**src/rtl/hazard_ctrl_if.sv**
```systemverilog
// Pipeline hazard controller bundle: hazard inputs from the datapath and the
// stall/bubble/divide/perf controls back to it.
interface hazard_ctrl_if;
    logic [4:0]  ID_REG_READ_ADDR1;
    logic [4:0]  ID_REG_READ_ADDR2;
    logic        ID_USES_RS1;
    logic        ID_USES_RS2;
    logic [4:0]  EX_REG_WRITE_ADDR;
    logic [3:0]  EX_DATA_MEM_READ;
    logic        EX_BRANCH_TAKEN;
    logic        EX_MULDIV_MULTI;
    logic        MULDIV_DONE;
    logic        DMEM_BUSY;

    logic        PC_STALL;
    logic        IF_ID_STALL;
    logic        ID_EX_STALL;
    logic        EX_MEM_STALL;
    logic        IF_ID_FLUSH;
    logic        ID_EX_BUBBLE;
    logic        EX_MEM_BUBBLE;
    logic        MEM_WB_BUBBLE;
    logic        MULDIV_START;
    logic        MULDIV_ABORT;
    logic        DIV_ERR;
    logic [31:0] PERF_STALL_CYCLES;
    logic [31:0] PERF_FLUSHES;

    // Controller side
    modport master (
        input  ID_REG_READ_ADDR1, ID_REG_READ_ADDR2, ID_USES_RS1, ID_USES_RS2,
               EX_REG_WRITE_ADDR, EX_DATA_MEM_READ, EX_BRANCH_TAKEN,
               EX_MULDIV_MULTI, MULDIV_DONE, DMEM_BUSY,
        output PC_STALL, IF_ID_STALL, ID_EX_STALL, EX_MEM_STALL,
               IF_ID_FLUSH, ID_EX_BUBBLE, EX_MEM_BUBBLE, MEM_WB_BUBBLE,
               MULDIV_START, MULDIV_ABORT, DIV_ERR,
               PERF_STALL_CYCLES, PERF_FLUSHES
    );

    // Datapath side
    modport slave (
        output ID_REG_READ_ADDR1, ID_REG_READ_ADDR2, ID_USES_RS1, ID_USES_RS2,
               EX_REG_WRITE_ADDR, EX_DATA_MEM_READ, EX_BRANCH_TAKEN,
               EX_MULDIV_MULTI, MULDIV_DONE, DMEM_BUSY,
        input  PC_STALL, IF_ID_STALL, ID_EX_STALL, EX_MEM_STALL,
               IF_ID_FLUSH, ID_EX_BUBBLE, EX_MEM_BUBBLE, MEM_WB_BUBBLE,
               MULDIV_START, MULDIV_ABORT, DIV_ERR,
               PERF_STALL_CYCLES, PERF_FLUSHES
    );
endinterface

```
**src/rtl/hazard_ctrl.sv**
```systemverilog
// RV32IM 5-stage hazard/stall controller with divide start/done sequencing and watchdog.
// Optional perf counters built only when HAZARD_CTRL_PERF_EN is defined.
module hazard_ctrl #(
    parameter int unsigned TIMEOUT_CYCLES = 64
) (
    input  logic          CLK,
    input  logic          RESET_N,
    hazard_ctrl_if.master hz
);

    typedef enum logic {RUN, DIV_WAIT} state_t;

    localparam logic [7:0] WAIT_LAST = 8'(TIMEOUT_CYCLES - 1);

    state_t     state, state_nxt;
    logic [7:0] wait_cnt, wait_cnt_nxt;
    logic       done_pending, done_pending_nxt;
    logic       div_err;

    logic pc_stall, if_id_stall, id_ex_stall, ex_mem_stall;
    logic if_id_flush, id_ex_bubble, ex_mem_bubble, mem_wb_bubble;
    logic muldiv_start, muldiv_abort;

    logic rs1_hit, rs2_hit, load_use;

    // x0 never forms a hazard, so rd==0 blocks the match
    assign rs1_hit  = hz.ID_USES_RS1 && (hz.ID_REG_READ_ADDR1 == hz.EX_REG_WRITE_ADDR);
    assign rs2_hit  = hz.ID_USES_RS2 && (hz.ID_REG_READ_ADDR2 == hz.EX_REG_WRITE_ADDR);
    assign load_use = (|hz.EX_DATA_MEM_READ) && (|hz.EX_REG_WRITE_ADDR) && (rs1_hit || rs2_hit);

    always_comb begin
        state_nxt        = state;
        wait_cnt_nxt     = wait_cnt;
        done_pending_nxt = done_pending;
        pc_stall         = 1'b0;
        if_id_stall      = 1'b0;
        id_ex_stall      = 1'b0;
        ex_mem_stall     = 1'b0;
        if_id_flush      = 1'b0;
        id_ex_bubble     = 1'b0;
        ex_mem_bubble    = 1'b0;
        mem_wb_bubble    = 1'b0;
        muldiv_start     = 1'b0;
        muldiv_abort     = 1'b0;

        if (hz.DMEM_BUSY) begin
            pc_stall      = 1'b1;
            if_id_stall   = 1'b1;
            id_ex_stall   = 1'b1;
            ex_mem_stall  = 1'b1;
            mem_wb_bubble = 1'b1;
            // Only a DONE that belongs to an outstanding divide is remembered
            if (hz.MULDIV_DONE && (state == DIV_WAIT))
                done_pending_nxt = 1'b1;
        end else if (state == RUN && hz.EX_MULDIV_MULTI) begin
            muldiv_start  = 1'b1;
            pc_stall      = 1'b1;
            if_id_stall   = 1'b1;
            id_ex_stall   = 1'b1;
            ex_mem_bubble = 1'b1;
            state_nxt     = DIV_WAIT;
            wait_cnt_nxt  = 8'd0;
        end else if (state == DIV_WAIT) begin
            if (hz.MULDIV_DONE || done_pending) begin
                // Release so EX/MEM captures the divide result this edge
                done_pending_nxt = 1'b0;
                state_nxt        = RUN;
            end else if (wait_cnt == WAIT_LAST) begin
                muldiv_abort = 1'b1;
                state_nxt    = RUN;
            end else begin
                pc_stall      = 1'b1;
                if_id_stall   = 1'b1;
                id_ex_stall   = 1'b1;
                ex_mem_bubble = 1'b1;
                wait_cnt_nxt  = wait_cnt + 8'd1;
            end
        end else if (hz.EX_BRANCH_TAKEN) begin
            if_id_flush  = 1'b1;
            id_ex_bubble = 1'b1;
        end else if (load_use) begin
            pc_stall     = 1'b1;
            if_id_stall  = 1'b1;
            id_ex_bubble = 1'b1;
        end
    end

    always_ff @(posedge CLK or negedge RESET_N) begin
        if (!RESET_N) begin
            state        <= RUN;
            wait_cnt     <= 8'd0;
            done_pending <= 1'b0;
            div_err      <= 1'b0;
        end else begin
            state        <= state_nxt;
            wait_cnt     <= wait_cnt_nxt;
            done_pending <= done_pending_nxt;
            div_err      <= div_err | muldiv_abort;
        end
    end

    // Reset forces every control low even while inputs are still active
    assign hz.PC_STALL      = RESET_N & pc_stall;
    assign hz.IF_ID_STALL   = RESET_N & if_id_stall;
    assign hz.ID_EX_STALL   = RESET_N & id_ex_stall;
    assign hz.EX_MEM_STALL  = RESET_N & ex_mem_stall;
    assign hz.IF_ID_FLUSH   = RESET_N & if_id_flush;
    assign hz.ID_EX_BUBBLE  = RESET_N & id_ex_bubble;
    assign hz.EX_MEM_BUBBLE = RESET_N & ex_mem_bubble;
    assign hz.MEM_WB_BUBBLE = RESET_N & mem_wb_bubble;
    assign hz.MULDIV_START  = RESET_N & muldiv_start;
    assign hz.MULDIV_ABORT  = RESET_N & muldiv_abort;
    assign hz.DIV_ERR       = RESET_N & div_err;

`ifdef HAZARD_CTRL_PERF_EN
    logic [31:0] perf_stall_cycles;
    logic [31:0] perf_flushes;

    always_ff @(posedge CLK or negedge RESET_N) begin
        if (!RESET_N) begin
            perf_stall_cycles <= 32'd0;
            perf_flushes      <= 32'd0;
        end else begin
            if (pc_stall)
                perf_stall_cycles <= perf_stall_cycles + 32'd1;
            if (if_id_flush)
                perf_flushes <= perf_flushes + 32'd1;
        end
    end

    assign hz.PERF_STALL_CYCLES = perf_stall_cycles;
    assign hz.PERF_FLUSHES      = perf_flushes;
`else
    assign hz.PERF_STALL_CYCLES = 32'd0;
    assign hz.PERF_FLUSHES      = 32'd0;
`endif

endmodule

```
**src/flat_wrapper.sv**
```systemverilog
// flat-port wrapper written by rule: the top's interface ports become plain ports
module hazard_ctrl_flat 
#(
    parameter int unsigned TIMEOUT_CYCLES = 64
)
  (CLK, RESET_N, hz_ID_REG_READ_ADDR1, hz_ID_REG_READ_ADDR2, hz_ID_USES_RS1, hz_ID_USES_RS2, hz_EX_REG_WRITE_ADDR, hz_EX_DATA_MEM_READ, hz_EX_BRANCH_TAKEN, hz_EX_MULDIV_MULTI, hz_MULDIV_DONE, hz_DMEM_BUSY, hz_PC_STALL, hz_IF_ID_STALL, hz_ID_EX_STALL, hz_EX_MEM_STALL, hz_IF_ID_FLUSH, hz_ID_EX_BUBBLE, hz_EX_MEM_BUBBLE, hz_MEM_WB_BUBBLE, hz_MULDIV_START, hz_MULDIV_ABORT, hz_DIV_ERR, hz_PERF_STALL_CYCLES, hz_PERF_FLUSHES);
  hazard_ctrl_if hz_i ();
  input  logic CLK;
  input  logic RESET_N;
  input wire logic [$bits(hz_i.ID_REG_READ_ADDR1)-1:0] hz_ID_REG_READ_ADDR1;
  input wire logic [$bits(hz_i.ID_REG_READ_ADDR2)-1:0] hz_ID_REG_READ_ADDR2;
  input wire logic [$bits(hz_i.ID_USES_RS1)-1:0] hz_ID_USES_RS1;
  input wire logic [$bits(hz_i.ID_USES_RS2)-1:0] hz_ID_USES_RS2;
  input wire logic [$bits(hz_i.EX_REG_WRITE_ADDR)-1:0] hz_EX_REG_WRITE_ADDR;
  input wire logic [$bits(hz_i.EX_DATA_MEM_READ)-1:0] hz_EX_DATA_MEM_READ;
  input wire logic [$bits(hz_i.EX_BRANCH_TAKEN)-1:0] hz_EX_BRANCH_TAKEN;
  input wire logic [$bits(hz_i.EX_MULDIV_MULTI)-1:0] hz_EX_MULDIV_MULTI;
  input wire logic [$bits(hz_i.MULDIV_DONE)-1:0] hz_MULDIV_DONE;
  input wire logic [$bits(hz_i.DMEM_BUSY)-1:0] hz_DMEM_BUSY;
  output wire logic [$bits(hz_i.PC_STALL)-1:0] hz_PC_STALL;
  output wire logic [$bits(hz_i.IF_ID_STALL)-1:0] hz_IF_ID_STALL;
  output wire logic [$bits(hz_i.ID_EX_STALL)-1:0] hz_ID_EX_STALL;
  output wire logic [$bits(hz_i.EX_MEM_STALL)-1:0] hz_EX_MEM_STALL;
  output wire logic [$bits(hz_i.IF_ID_FLUSH)-1:0] hz_IF_ID_FLUSH;
  output wire logic [$bits(hz_i.ID_EX_BUBBLE)-1:0] hz_ID_EX_BUBBLE;
  output wire logic [$bits(hz_i.EX_MEM_BUBBLE)-1:0] hz_EX_MEM_BUBBLE;
  output wire logic [$bits(hz_i.MEM_WB_BUBBLE)-1:0] hz_MEM_WB_BUBBLE;
  output wire logic [$bits(hz_i.MULDIV_START)-1:0] hz_MULDIV_START;
  output wire logic [$bits(hz_i.MULDIV_ABORT)-1:0] hz_MULDIV_ABORT;
  output wire logic [$bits(hz_i.DIV_ERR)-1:0] hz_DIV_ERR;
  output wire logic [$bits(hz_i.PERF_STALL_CYCLES)-1:0] hz_PERF_STALL_CYCLES;
  output wire logic [$bits(hz_i.PERF_FLUSHES)-1:0] hz_PERF_FLUSHES;
  assign hz_i.ID_REG_READ_ADDR1 = hz_ID_REG_READ_ADDR1;
  assign hz_i.ID_REG_READ_ADDR2 = hz_ID_REG_READ_ADDR2;
  assign hz_i.ID_USES_RS1 = hz_ID_USES_RS1;
  assign hz_i.ID_USES_RS2 = hz_ID_USES_RS2;
  assign hz_i.EX_REG_WRITE_ADDR = hz_EX_REG_WRITE_ADDR;
  assign hz_i.EX_DATA_MEM_READ = hz_EX_DATA_MEM_READ;
  assign hz_i.EX_BRANCH_TAKEN = hz_EX_BRANCH_TAKEN;
  assign hz_i.EX_MULDIV_MULTI = hz_EX_MULDIV_MULTI;
  assign hz_i.MULDIV_DONE = hz_MULDIV_DONE;
  assign hz_i.DMEM_BUSY = hz_DMEM_BUSY;
  assign hz_PC_STALL = hz_i.PC_STALL;
  assign hz_IF_ID_STALL = hz_i.IF_ID_STALL;
  assign hz_ID_EX_STALL = hz_i.ID_EX_STALL;
  assign hz_EX_MEM_STALL = hz_i.EX_MEM_STALL;
  assign hz_IF_ID_FLUSH = hz_i.IF_ID_FLUSH;
  assign hz_ID_EX_BUBBLE = hz_i.ID_EX_BUBBLE;
  assign hz_EX_MEM_BUBBLE = hz_i.EX_MEM_BUBBLE;
  assign hz_MEM_WB_BUBBLE = hz_i.MEM_WB_BUBBLE;
  assign hz_MULDIV_START = hz_i.MULDIV_START;
  assign hz_MULDIV_ABORT = hz_i.MULDIV_ABORT;
  assign hz_DIV_ERR = hz_i.DIV_ERR;
  assign hz_PERF_STALL_CYCLES = hz_i.PERF_STALL_CYCLES;
  assign hz_PERF_FLUSHES = hz_i.PERF_FLUSHES;
  hazard_ctrl #(.TIMEOUT_CYCLES(TIMEOUT_CYCLES)) u_core (.CLK(CLK), .RESET_N(RESET_N), .hz(hz_i));
endmodule
```
**config.mk**
```make
export PLATFORM = sky130hd
export DESIGN_NAME = hazard_ctrl_flat
export DESIGN_NICKNAME = d
export VERILOG_FILES = /design/src/rtl/hazard_ctrl_if.sv /design/src/rtl/hazard_ctrl.sv /design/src/flat_wrapper.sv
export SDC_FILE = /design/constraint.sdc
export NUM_CORES = 1
export LEC_CHECK = 0
export CAP_MARGIN = 10
export CORE_ASPECT_RATIO = 0.75
export CORE_MARGIN = 4
export CORE_UTILIZATION = 30
export DETAILED_ROUTE_END_ITERATION = 6
export PLACE_DENSITY = 0.73
export SLEW_MARGIN = 40
export SYNTH_ARGS = -nofsm -noshare
export SYNTH_HDL_FRONTEND = slang
export SYNTH_SLANG_ARGS = --single-unit
```
**constraint.sdc**
```tcl
create_clock -name CLK -period 3.6 [get_ports CLK]
set_input_delay 0.72 -clock CLK [delete_from_list [all_inputs] [get_ports CLK]]
set_output_delay 0.72 -clock CLK [all_outputs]
set_load 0.05 [all_outputs]
```
==> results of run 1 <==
-- worst max-delay path: cells and delay by family --
| kind | cells | cell delay, ps |
|---|---|---|
| AO/OA/AOI/OAI | 3 | 670 |
| buffers and inverters | 2 | 670 |
| AND/OR/NAND/NOR | 1 | 460 |
-- power by group through the flow --
stage                     clock network, mW  logic, mW  registers [mW]
final                                 0.119      0.313           0.159
after detailed placement                  0      0.312           0.160
after global placement                    0      0.309           0.159
after global routing                  0.133      0.330           0.162
after CTS                             0.125      0.313           0.158
after floorplan                           0      0.291           0.156
-- layer usage --
metal | GRT usage (%) | part of all wire (%) | vias up
met5 | 0 | 0 | -
li1 | - | - | 473
met4 | 2.37 | 0.37 | 0
met1 | 11.7 | 39 | 397
met3 | 3.01 | 7.3 | 2
met2 | 15.6 | 53 | 36
-- final cells by class --
| type | count | area share (%) |
|---|---|---|
| multi-input combinational | 137 | 47.8 |
| tap | 55 | 4.31 |
| sequential | 11 | 17.2 |
| clock inverter | 1 | 0.313 |
| clock buffer | 3 | 2.58 |
| inverter | 3 | 0.705 |
| timing repair buffer | 39 | 27.1 |
-- flip-flops by register name (all words and copies together) (netlist names) --
name	flops
u_core.state	1
u_core.div_err	1
u_core.wait_cnt	8
u_core.done_pending	1
-- cell usage in the layout, fill, tap and decap left out, drive strengths merged, types with 2 or more instances in the layout --
cell,instances
clkdlybuf4s50,26
a31oi,2
nor2,5
nor2b,2
clkbuf,3
mux2,2
nor4,3
nand2,9
a21oi,5
nor3,2
inv,3
xnor2,2
and2,6
nand4,2
o21bai,2
buf,13
conb,64
xor2,9
and3,5
dfrtp,11
-- final timing paths --
kind	from	end	cells after the start
hold / removal	u_core.div_err$_DFF_PN0_	u_core.div_err$_DFF_PN0_	1
min in group asynchronous	RESET_N	u_core.wait_cnt[1]$_DFFE_PN0P_	1
setup reg to reg	u_core.done_pending$_DFFE_PN0P_	u_core.wait_cnt[1]$_DFFE_PN0P_	4
setup / recovery	hz_MULDIV_DONE	hz_PC_STALL	6
hold reg to reg	u_core.div_err$_DFF_PN0_	u_core.div_err$_DFF_PN0_	1
max in group asynchronous	RESET_N	u_core.wait_cnt[6]$_DFFE_PN0P_	2
-- kinds of logic (layout without fill, tap and decap cells) --
group | after synthesis | after routing | share of synthesized area [%]
buf+inv | 72 | 46 | 39.2
compound gates | 18 | 18 | 10.8
fa+ha+maj | 1 | 1 | 0.948
xor+xnor | 11 | 11 | 7.30
simple gates | 40 | 40 | 17.8
mux | 3 | 3 | 2.75
other cells | 1 | 64 | 0.284
flops | 11 | 11 | 20.9
-- through the flow --
stage | std cells | hold slack, ps
global route | 249 | 487
floorplan | 220 | 420
CTS | 249 | 453
detailed placement | 245 | 439
finish | 249 | 454
global placement | 245 | 431
==> impl_metrics.toml, run 1 <==
[finish]
multi_input_area_um2 = 763
fin_area_um2 = 1600
layout.area.seq_um2 = 275
n_antenna_cell = 0
final_nets = 223
nFillCells = 433
drive_above_1_share_pct = 12.9
utilization_pct = 38.5
area_growth_pct = 21.0

[detailed_routing]
dr.pass1.iters = 4
vias = 908
ant_nets = 0
drt_drc_violations_left = 0
vias_per_cell = 3.65
routedWlPerCell_um = 10.7
wirelength_um = 2670
drt_iter0_drc = 23

[clocking]
numCtsBuffers = 3
cts_repair_resize_count = 0
htreeDepth = 1
insertion_delay_ps = 230
clkTransAtPathRegs_ps = 50
post_cts_buffers = 0
clockRootBuffer = "clkbuf_8"
cts_sinks = 11
cts_hold_buffers = 0
cts_max_path_buffers = 2
cts_tree = "built"

[sta]
fmax_mhz = 310
fin_skew_ps = 1.90
final_max_slew_viol_count = 0
layout_min_cycle_time_ps = 3230
tns_ps = 0
setup_slack_ps = 373
fin_crit_sh_pct = 89.7
final-setup-viol-count = 0
hold_violations = 0
rsz0062_at_grt = "no"

[synth]
ys_warn_count = 0
async_reset_ff_share_pct = 100
synth.most_common_cell = "buf_4"
yosysTopAreaCellShare_pct = 37.5
synthCells = 157
synthDistinctLibCells = 40
synth_common_cells = "buf_4, dfrtp_1, nand2_1, xor2_1"
synth_edf_count = 0
avgSynthCellArea_um2 = 8.41
netlist_area_um2 = 1320
synth.area.top_cells = "buf_4, dfrtp_1, xor2_1, nand2_1, and3_1"
yosysSeqAreaShare_pct = 20.9
synth_top_area_cell = "buf_4"
ys.flop_type = "dfrtp_1"
synth_seq_cells = 11

[power]
p_clk_share_pct = 20.2
powerDensity_nw_per_um2 = 370
cell_internal_pwr_mw = 0.308
p_leak_nw = 0.793
seq_power_share_pct = 26.8
power_frac_comb_pct = 53.0
p_total_mw = 0.591
vdd_drop_max_uv = 188
p_sw_share_pct = 47.8
power.switching_mw = 0.283

[worst_setup_path]
worstPathArrival_ps = 2510
slowest_delay_ps = 470
slowest_stage = "clkdlybuf4s50_1"
endpoint_kind = "output pin"
reg2reg_setup_slack_ps = 1870
required_ps = 2880
path_cells = "clkdlybuf4s50_1, or3b_2, a31oi_1, o31a_1, o21bai_1, buf_12"
critPathLaunchType = "input port"
path_max_fanout = 4
crit_type = "input port to output pin"

[die]
io_pins = 102
die_x_um = 84.6
dieArea_um2 = 5540
rows = 20
start_util_pct = 31.8
placeableCoreArea_um2 = 4150
die_y_um = 65.4

[placed_design]
place_area_um2 = 1550
port_buffers = 37
hpwl_um = 2410
pre_cts_ws_ps = 341
routabilityCongestion = 0.738

[grt]
grt_pass1_vias = 866
grt.total_usage_pct = 9.35
antenna_found_initial = 0
gr-total-overflow = 0
grt_max_degree = 14
grt_pass1_wl_um = 4160

[run_status]
status = "finished, final reports clean"

[flow_run]
drv_cap = 0

[min_path]
hold_class = "flip-flop to flip-flop"
Note: power is estimated with default switching activity, not from simulation.
==> run 2, diff against run 1 <==
--- a/config.mk
+++ b/config.mk
@@ -10,6 +10,7 @@
 export CORE_MARGIN = 4
 export CORE_UTILIZATION = 30
 export DETAILED_ROUTE_END_ITERATION = 6
+export HOLD_SLACK_MARGIN = 0.02
 export PLACE_DENSITY = 0.73
 export SLEW_MARGIN = 40
 export SYNTH_ARGS = -nofsm -noshare
==> results of run 2 <==
The final DEF is identical to that of run 1; final timing and power are the same.
==> run 3, diff against run 2 <==
--- a/config.mk
+++ b/config.mk
@@ -12,7 +12,7 @@
 export DETAILED_ROUTE_END_ITERATION = 6
 export HOLD_SLACK_MARGIN = 0.02
 export PLACE_DENSITY = 0.73
-export SLEW_MARGIN = 40
+export SLEW_MARGIN = 5
 export SYNTH_ARGS = -nofsm -noshare
 export SYNTH_HDL_FRONTEND = slang
 export SYNTH_SLANG_ARGS = --single-unit
==> results of run 3 <==
The final DEF is identical to that of run 1; final timing and power are the same.
